**src/rtl/datapath_display_pkg.sv**
```systemverilog
// datapath_display_pkg: shared source-select encodings, hex glyphs and blanking constants
//   SEL_*    : source select codes (PC, WriteData, Hi, Lo)
//   GLYPH_*  : active-low 7-segment glyphs, bit order g,f,e,d,c,b,a
//   AN_OFF / SEG_OFF : all anodes off / all segments off
package datapath_display_pkg;
    typedef enum logic [1:0] {SEL_PC, SEL_WD, SEL_HI, SEL_LO} sel_e;
    localparam logic [6:0] GLYPH_0 = 7'b1000000;
    localparam logic [6:0] GLYPH_1 = 7'b1111001;
    localparam logic [6:0] GLYPH_2 = 7'b0100100;
    localparam logic [6:0] GLYPH_3 = 7'b0110000;
    localparam logic [6:0] GLYPH_4 = 7'b0011001;
    localparam logic [6:0] GLYPH_5 = 7'b0010010;
    localparam logic [6:0] GLYPH_6 = 7'b0000010;
    localparam logic [6:0] GLYPH_7 = 7'b1111000;
    localparam logic [6:0] GLYPH_8 = 7'b0000000;
    localparam logic [6:0] GLYPH_9 = 7'b0010000;
    localparam logic [6:0] GLYPH_A = 7'b0001000;
    localparam logic [6:0] GLYPH_B = 7'b0000011;
    localparam logic [6:0] GLYPH_C = 7'b1000110;
    localparam logic [6:0] GLYPH_D = 7'b0100001;
    localparam logic [6:0] GLYPH_E = 7'b0000110;
    localparam logic [6:0] GLYPH_F = 7'b0001110;
    localparam logic [15:0][6:0] GLYPHS = {GLYPH_F, GLYPH_E, GLYPH_D, GLYPH_C,
                                           GLYPH_B, GLYPH_A, GLYPH_9, GLYPH_8,
                                           GLYPH_7, GLYPH_6, GLYPH_5, GLYPH_4,
                                           GLYPH_3, GLYPH_2, GLYPH_1, GLYPH_0};
    localparam logic [7:0] AN_OFF  = 8'hFF;
    localparam logic [6:0] SEG_OFF = 7'h7F;
endpackage

```
**src/rtl/datapath_display_if.sv**
```systemverilog
// datapath_display_if: datapath sources, select/freeze controls and display drive
//   PC, WriteData, Hi, Lo : 32-bit sources
//   sel, freeze           : source select and snapshot hold
//   an, seg, dp           : active-low anodes, segments, decimal point
//   master = source/controller side, slave = display block
interface datapath_display_if;
    logic [31:0] PC;
    logic [31:0] WriteData;
    logic [31:0] Hi;
    logic [31:0] Lo;
    logic [1:0]  sel;
    logic        freeze;
    logic [7:0]  an;
    logic [6:0]  seg;
    logic        dp;
    modport master (output PC, WriteData, Hi, Lo, sel, freeze, input an, seg, dp);
    modport slave  (input PC, WriteData, Hi, Lo, sel, freeze, output an, seg, dp);
endinterface

```
**src/rtl/hex7seg.sv**
```systemverilog
// hex7seg: nibble to active-low 7-segment glyph
//   i_nib : hex digit value
//   o_seg : segments g,f,e,d,c,b,a, active-low
module hex7seg
    import datapath_display_pkg::*;
(
    input  logic [3:0] i_nib,
    output logic [6:0] o_seg
);
    assign o_seg = GLYPHS[i_nib];
endmodule

```
**src/rtl/datapath_display.sv**
```systemverilog
// datapath_display: 8-digit multiplexed hex display of a selectable datapath register
//   clkin : clock
//   rst   : asynchronous active-low reset
//   bus   : sources, sel/freeze in; an/seg/dp out (registered, active-low)
module datapath_display
    import datapath_display_pkg::*;
#(
    parameter int REFRESH_DIV = 50000,
    parameter int BLANK_CYC   = 2
) (
    input  logic               clkin,
    input  logic               rst,
    datapath_display_if.slave  bus
);
    localparam logic [0:0]  S_SHOW     = 1'b0;
    localparam logic [0:0]  S_BLANK    = 1'b1;
    localparam logic [15:0] SHOW_LAST  = 16'(REFRESH_DIV - 1);
    localparam logic [15:0] BLANK_LAST = 16'(BLANK_CYC - 1);
    logic [0:0]  r_state;
    logic [2:0]  r_digit;
    logic [15:0] r_cnt;
    logic [31:0] r_snap;
    logic [1:0]  r_selq;
    logic        r_first;
    logic [7:0]  r_an;
    logic [6:0]  r_seg;
    logic        r_dp;
    logic        w_show_end;
    logic        w_blank_end;
    logic        w_load;
    logic [31:0] w_src;
    logic [3:0]  w_nib;
    logic [6:0]  w_glyph;
    assign w_show_end  = r_state == S_SHOW  && r_cnt == SHOW_LAST;
    assign w_blank_end = r_state == S_BLANK && r_cnt == BLANK_LAST;
    // sources are only sampled at the frame boundary (or the first edge out of reset),
    // so a frame is never a mix of two source values
    assign w_load = ((w_blank_end && r_digit == 3'd7) || r_first) && !bus.freeze;
    assign w_src  = bus.sel == SEL_PC ? bus.PC :
                    bus.sel == SEL_WD ? bus.WriteData :
                    bus.sel == SEL_HI ? bus.Hi : bus.Lo;
    assign w_nib  = r_snap[{r_digit, 2'b00} +: 4];
    hex7seg u_hex (.i_nib(w_nib), .o_seg(w_glyph));
    always_ff @(posedge clkin or negedge rst) begin
        if (!rst) begin
            r_state <= S_SHOW;
            r_digit <= 3'd0;
            r_cnt   <= 16'd0;
            r_snap  <= 32'd0;
            r_selq  <= 2'd0;
            r_first <= 1'b1;
            r_an    <= AN_OFF;
            r_seg   <= SEG_OFF;
            r_dp    <= 1'b1;
        end else begin
            r_first <= 1'b0;
            if (w_load) begin
                r_snap <= w_src;
                r_selq <= bus.sel;
            end
            if (w_show_end) begin
                r_state <= S_BLANK;
                r_cnt   <= 16'd0;
            end else if (w_blank_end) begin
                r_state <= S_SHOW;
                r_cnt   <= 16'd0;
                r_digit <= r_digit + 3'd1;
            end else begin
                r_cnt <= r_cnt + 16'd1;
            end
            r_an  <= r_state == S_SHOW ? ~(8'd1 << r_digit) : AN_OFF;
            r_seg <= r_state == S_SHOW ? w_glyph : SEG_OFF;
            r_dp  <= r_state == S_SHOW ? r_digit != {1'b0, r_selq} : 1'b1;
        end
    end
    assign bus.an  = r_an;
    assign bus.seg = r_seg;
    assign bus.dp  = r_dp;
endmodule
```
**src/flat_wrapper.sv**
```systemverilog
// flat-port wrapper written by rule: the top's interface ports become plain ports
module datapath_display_flat import datapath_display_pkg::*;
#(
    parameter int REFRESH_DIV = 50000,
    parameter int BLANK_CYC   = 2
)
  (clkin, rst, bus_PC, bus_WriteData, bus_Hi, bus_Lo, bus_sel, bus_freeze, bus_an, bus_seg, bus_dp);
  datapath_display_if bus_i ();
  input  logic clkin;
  input  logic rst;
  input wire logic [$bits(bus_i.PC)-1:0] bus_PC;
  input wire logic [$bits(bus_i.WriteData)-1:0] bus_WriteData;
  input wire logic [$bits(bus_i.Hi)-1:0] bus_Hi;
  input wire logic [$bits(bus_i.Lo)-1:0] bus_Lo;
  input wire logic [$bits(bus_i.sel)-1:0] bus_sel;
  input wire logic [$bits(bus_i.freeze)-1:0] bus_freeze;
  output wire logic [$bits(bus_i.an)-1:0] bus_an;
  output wire logic [$bits(bus_i.seg)-1:0] bus_seg;
  output wire logic [$bits(bus_i.dp)-1:0] bus_dp;
  assign bus_i.PC = bus_PC;
  assign bus_i.WriteData = bus_WriteData;
  assign bus_i.Hi = bus_Hi;
  assign bus_i.Lo = bus_Lo;
  assign bus_i.sel = bus_sel;
  assign bus_i.freeze = bus_freeze;
  assign bus_an = bus_i.an;
  assign bus_seg = bus_i.seg;
  assign bus_dp = bus_i.dp;
  datapath_display #(.REFRESH_DIV(REFRESH_DIV), .BLANK_CYC(BLANK_CYC)) u_core (.clkin(clkin), .rst(rst), .bus(bus_i));
endmodule
```
**config.mk**
```make
export PLATFORM = sky130hd
export DESIGN_NAME = datapath_display_flat
export DESIGN_NICKNAME = d
export VERILOG_FILES = /design/src/rtl/datapath_display_pkg.sv /design/src/rtl/datapath_display_if.sv /design/src/rtl/hex7seg.sv /design/src/rtl/datapath_display.sv /design/src/flat_wrapper.sv
export SDC_FILE = /design/constraint.sdc
export NUM_CORES = 1
export LEC_CHECK = 0
export ABC_AREA = 1
export BUFFER_PORTS_ARGS = -buffer_cell sky130_fd_sc_hd__buf_2
export CAP_MARGIN = 20
export CORE_UTILIZATION = 55
export CTS_BUF_LIST = sky130_fd_sc_hd__clkbuf_2 sky130_fd_sc_hd__clkbuf_4 sky130_fd_sc_hd__clkbuf_8
export DETAILED_ROUTE_END_ITERATION = 16
export PLACE_DENSITY_LB_ADDON = 0.08
export SLEW_MARGIN = 10
export SYNTH_ARGS = -nofsm -noshare
export SYNTH_HDL_FRONTEND = slang
export SYNTH_SLANG_ARGS = --single-unit
```
**constraint.sdc**
```tcl
create_clock -name clkin -period 2.92 [get_ports clkin]
set_input_delay 0.292 -clock clkin [delete_from_list [all_inputs] [get_ports clkin]]
set_output_delay 0.292 -clock clkin [all_outputs]
set_load 0.01 [all_outputs]
```
---- Word level (Yosys, flattened, before mapping) ----
Memory sizes are Yosys's and may differ from the RTL's.
Index checks and enable logic that the tools add are counted.
storage, ports and cells
  memory bits (read-only) ................. 112
  output and inout bits ................... 16
  bits in writable memories ............... 0
  logic and storage cells ................. 44
  input bits .............................. 133
  register bits ........................... 71
  latch bits .............................. 0
  memories kept ........................... 1
memory list
  memory            depth  bits a word  rd ports  clocked after memory_dff  write ports  line           source
  (name not given)  16     7            1         0                         0            hex7seg.sv:10  assign o_seg = GLYPHS[i_nib];
cells by class
  bitwise gates (word level) .............. 3
  equality and inequality tests ........... 6
  shift operators ......................... 2
  magnitude comparators ................... 1
  multipliers ............................. 0
  add/sub/neg operators ................... 2
  div/mod/pow operators ................... 0
  muxes and demuxes ....................... 11
  reductions and logical operators ........ 9
operators with widths
  operator                 number
  $mux W32                 3
  $mux W16                 2
  $shiftx A32 B6 Y4        1
  $add A16 B1 Y16 const B  1
  $eq A16 B1 Y1 const B    1
  $eq A16 B16 Y1 const B   1
  $mux W7                  2
  $mux W8                  1
  $not A8 Y8               1
  $shl A1 B3 Y8 const A    1
  $lt A4 B5 Y1 const B     1
  $logic_and A1 B1 Y1      4
  $add A3 B1 Y3 const B    1
  $eq A3 B3 Y1 const B     1
  $mux W1                  3
  $ne A3 B2 Y1             1
  $eq A2 B1 Y1 const B     1
  $eq A2 B2 Y1 const B     1
  $logic_not A2 Y1         1
  $not A1 Y1               2
  $reduce_and A2 Y1        1
  $reduce_bool A2 Y1       1
  $logic_not A1 Y1         1
  $logic_or A1 B1 Y1       1

---- Depth between registers and ports, before layout ----
  depth after elaboration ................. 5
  mapped depth ............................ 14
  depth with buffers taken out ............ 12

---- By module ----
From an unflattened synthesis, not the netlist that was laid out.
second synthesis, totals
  cells, all modules ...................... 697
  area, all modules ....................... 4,809.6 um^2
by module, submodules not included
  module            cells each  instances  area each (um^2)  seq. area each (um^2)
  datapath_display  648         1          4,535.6           1,798.0
  hex7seg           49          1          274.0             0.0

---- Worst setup path before layout ----
Ideal clock, no wire load.
  kind .................................... flip-flop to flip-flop
  start ................................... register u_core.r_digit[0]
  end ..................................... register u_core.r_seg[5] (netlist: u_core.bus.seg[5])
  cell stages (with the launch flop) ...... 14
  setup time .............................. 94 ps
  path slack .............................. 1,108 ps
  required time ........................... 2,826 ps
  path buffers ............................ 2
  arrival time ............................ 1,718 ps
  period minus slack after synthesis ...... 1,812 ps
  cell sequence ........................... dfrtp_1 buf_4 inv_2 buf_2 nand2_1 nand3_1 nand3_1 nand2_1 inv_1 ha_1 nand3_1 nand2_1 nand2_1 nand3_1
between the ends
  longest elaborated chain between the ends .. 4
RTL lines
  item                           line                    source
  start: declaration             datapath_display.sv:20  logic [2:0] r_digit;
  start signal: assignment       datapath_display.sv:67  r_digit <= r_digit + 3'd1;
  $shiftx A32 B6 Y4              datapath_display.sv:42  assign w_nib = r_snap[{r_digit, 2'b00} +: 4];
  $mem_v2 Z16 W7                 -
  $mux W7 (implied by the code)  hex7seg.sv:10
  $mux W7                        datapath_display.sv:72  r_seg <= r_state == S_SHOW ? w_glyph : SEG_OFF;
  end signal: assignment         datapath_display.sv:72
  end: declaration               datapath_display.sv:26  logic [6:0] r_seg;
No other way between the ends. The select of a mux whose other input is x is not followed.
A chain may end at the register's enable or synchronous reset.

---- Final worst setup path ----
  start ................................... register u_core.r_digit[1]
  end ..................................... register u_core.r_snap[12]
between the ends
  longest elaborated chain between the ends .. 4
RTL lines
  item                    line                    source
  $eq A3 B3 Y1            datapath_display.sv:38  assign w_load = ((w_blank_end && r_digit == 3'd7) || r_first) && !bus.freeze;
  $logic_and A1 B1 Y1     datapath_display.sv:38
  $logic_or A1 B1 Y1      datapath_display.sv:38
  $logic_and A1 B1 Y1     datapath_display.sv:38
  end signal: assignment  datapath_display.sv:58  r_snap <= w_src;
  end: declaration        datapath_display.sv:22  logic [31:0] r_snap;
No other way between the ends.

==> qor.yml <==
finish:
  final_cells: 934
  regArea_sq_um: 1798
  num-nets-final: 971
  n_antenna_cell: 0
  area_growth_pct: 20.15
  fillers: 734
  design_area_sq_um: 5670
  drive_above_1_share_pct: 24.73
  multi_input_area_sq_um: 2494
setup_path:
  critPathArrivalTime_ps: 2540
  critPathMaxFanout: 35
  end_kind: "flip-flop"
  worstSetupPathType: "flip-flop to flip-flop"
  start_kind: "flip-flop"
  r2r-start: "u_core.r_digit[1]"
  r2r-end: "u_core.r_snap[12]"
  crit_path_start: "u_core.r_digit[1]"
  cp-endpoint: "u_core.r_snap[12]"
  rr_worst_depth: 7
  cpPeakStageDelay_ps: 630
  reg2reg_setup_slack_ps: 610
  crit_chain: "ha_1 -> ha_1 -> nand3_2 -> nand2_4 -> nand2_2 -> nand2_1 -> nand2_1"
  worst_path_max_delay_cell: "dfrtp_1"
  required_ps: 3150
route:
  route.vias.total: 4845
  wl_um: 11830
  drt_iter0_drc: 216
  vias_per_cell: 5.187
  wire_per_inst_um: 12.67
  antenna_left: 0
  drt_first_pass_iters: 4
  drc_errors: 0
synth:
  synthArstFlopShare_pct: 100.0
  syn_inst: 695
  synth_top_area_share_pct: 28.63
  synth-main-ff-cell: "dfrtp_1"
  ys_warn_count: 0
  syn_area_sq_um: 4720
  synth.area.top_cells: "dfrtp_1 (29%), nand2_1 (21%), nand3_1 (17%)"
  synth_edf_count: 0
  synth_nets: 841
  yosysMostFrequentCell: "nand2_1"
  synth-seq-cells: 71
  synth_area_leader_cell: "dfrtp_1"
  syn_avg_cell_area_sq_um: 6.791
  synth_cell_types: 33
  ys_seq_area_share_pct: 38.10
  synth_commonest_cells: "nand2_1 (258), nand3_1 (157), inv_1 (58)"
timing:
  period_needed_ps: 2308
  setup_viol: 0
  finalCritPeriodShare_pct: 79.05
  hold_viol: 0
  tns_ps: 0
  worst_pin_slew_ps: 800.0
  drv_slew: 0
  rsz0062_at_grt: "false"
  relSlewSlack_pct: 46.33
  clock-skew-final_ps: 3.927
  fmax_ghz: 0.4332
clock_network:
  clk_pin_slew_ps: 70
  numCtsBuffers: 9
  postCtsSetupBuffers: 0
  clk_path_buf_depth: 2
  h-tree-depth: 3
  postCtsResizedCells: 0
  cts.sinks: 71
  clock_latency_ps: 350
  cts_tree: "yes"
  cts-root-buf: "clkbuf_8"
placement:
  dp_cells: 918
  port_buffers: 148
  dp_hpwl_um: 9169
  routabilityCongestion: 0.9787
  dpl_cell_area_sq_um: 5488
die:
  core_sq_um: 8258
  dieArea_sq_um: 8956
  die_h_um: 94.64
  rows: 33
  initial_core_util_pct: 57.15
  die_w_um: 94.64
  pin_count: 149
run_status:
  status: "complete, no violations"
power:
  p_per_area_nw_per_um2: 427.1
  p_leak_nw: 3.148
  vdd_ir_drop_max_v: 0.0002130
global_routing:
  grt_max_degree: 46
  grt_pass1_vias: 4375
  antenna_found_initial: 0
  overflow: 0
  grt_pass1_wl_um: 19420
  grt_usage_pct: 27.64
flow_run:
  drv_cap: 0
min_path:
  hp-class: "primary input to flip-flop"
[worst max-delay path, delay by kind of cell, from the launching register on]
family / cells / cell delay, ps
adder cells (fa/ha/maj): 2 / 450
AND/OR/NAND/NOR: 5 / 1090
flip-flops: 1 / 630
[cell usage in the layout (no fill, tap or decap), types with 2 or more instances in the layout]
cell type / count
nand2_1: 258
nand3_1: 157
buf_2: 148
inv_1: 58
dfrtp_1: 54
o211ai_1: 33
nor2_1: 19
dfstp_2: 17
ha_1: 13
clkbuf_8: 10
inv_2: 8
buf_4: 7
nand4_1: 6
nor3_1: 5
xnor2_1: 4
clkbuf_4: 4
nor2_2: 3
nor4_1: 3
xor2_1: 3
o21ai_0: 3
or2_2: 2
nand2_2: 2
[kinds of logic (layout without fill, tap and decap cells)]
group	Yosys count	in the layout	synth area share, %
buf+inv	105	239	9.067
simple gates	459	459	42.07
other cells	1	1	0.07946
flops	71	71	38.10
compound gates	39	39	5.938
xor+xnor	7	7	1.299
fa+ha+maj	13	13	3.447
[worst min path at each step]
stage	to	from	depth (start not counted)
after global routing	u_core.r_selq[0]	bus_sel[0]	3
after detailed placement	u_core.r_snap[16]	rst	1
after CTS	u_core.r_selq[0]	bus_sel[0]	3
after floorplan	u_core.r_cnt[0]	rst	0
after global placement	u_core.r_snap[16]	rst	1
final	u_core.r_selq[0]	bus_sel[0]	3
[state kept, by name, indices dropped and copies added, names as in the netlist]
register / cells
u_core.r_selq: 2
u_core.bus.an: 8
u_core.r_state: 1
u_core.r_first: 1
u_core.r_snap: 32
u_core.r_digit: 3
u_core.bus.seg: 7
u_core.r_cnt: 16
u_core.bus.dp: 1
[timing repair]
item                                    in CTS  in global routing
hold buffers                                 1                  0
endpoints found under the hold margin       23                  0
endpoints found under the setup margin       0                  0
[final cells by class]
| type | count | share of cell area [%] |
|---|---|---|
| flip-flops and latches | 71 | 31.71 |
| clock buffers | 14 | 2.957 |
| repair buffers | 157 | 14.52 |
| inverters | 67 | 4.435 |
| well taps | 105 | 2.317 |
| clock inverters | 1 | 0.08826 |
| multi-input cells | 519 | 43.98 |
[stage by stage]
stage	power (mW)	hold WS, ps	utilization (%)	setup WS, ps
final	2.422	265.3	68.67	611.7
after CTS	2.436	245.1	68.67	640.6
after detailed placement	1.739	338.0	66.45	665.4
after global placement	1.722	324.1	66.45	768.0
after floorplan	1.522	-3.591	-	1108
after global routing	2.579	250.4	68.67	376.8
[routing by layer]
metal	track usage (%)	vias up	part of all wire (%)	wire (um)
met4	12.25	0	3.1	366
met1	36.41	2126	46	5436
met3	4.750	30	4.9	574
met5	0	-	0	0
met2	44.48	169	46	5454
li1	-	2520	-	-
[where the power goes]
group | switching (mW) | leakage (nW) | internal, mW
Clock | 0.335 | 0.0942 | 0.364
Combinational | 0.337 | 2.19 | 0.236
Sequential | 0.0468 | 0.867 | 1.10
Note: power is estimated with default switching activity, not from simulation.
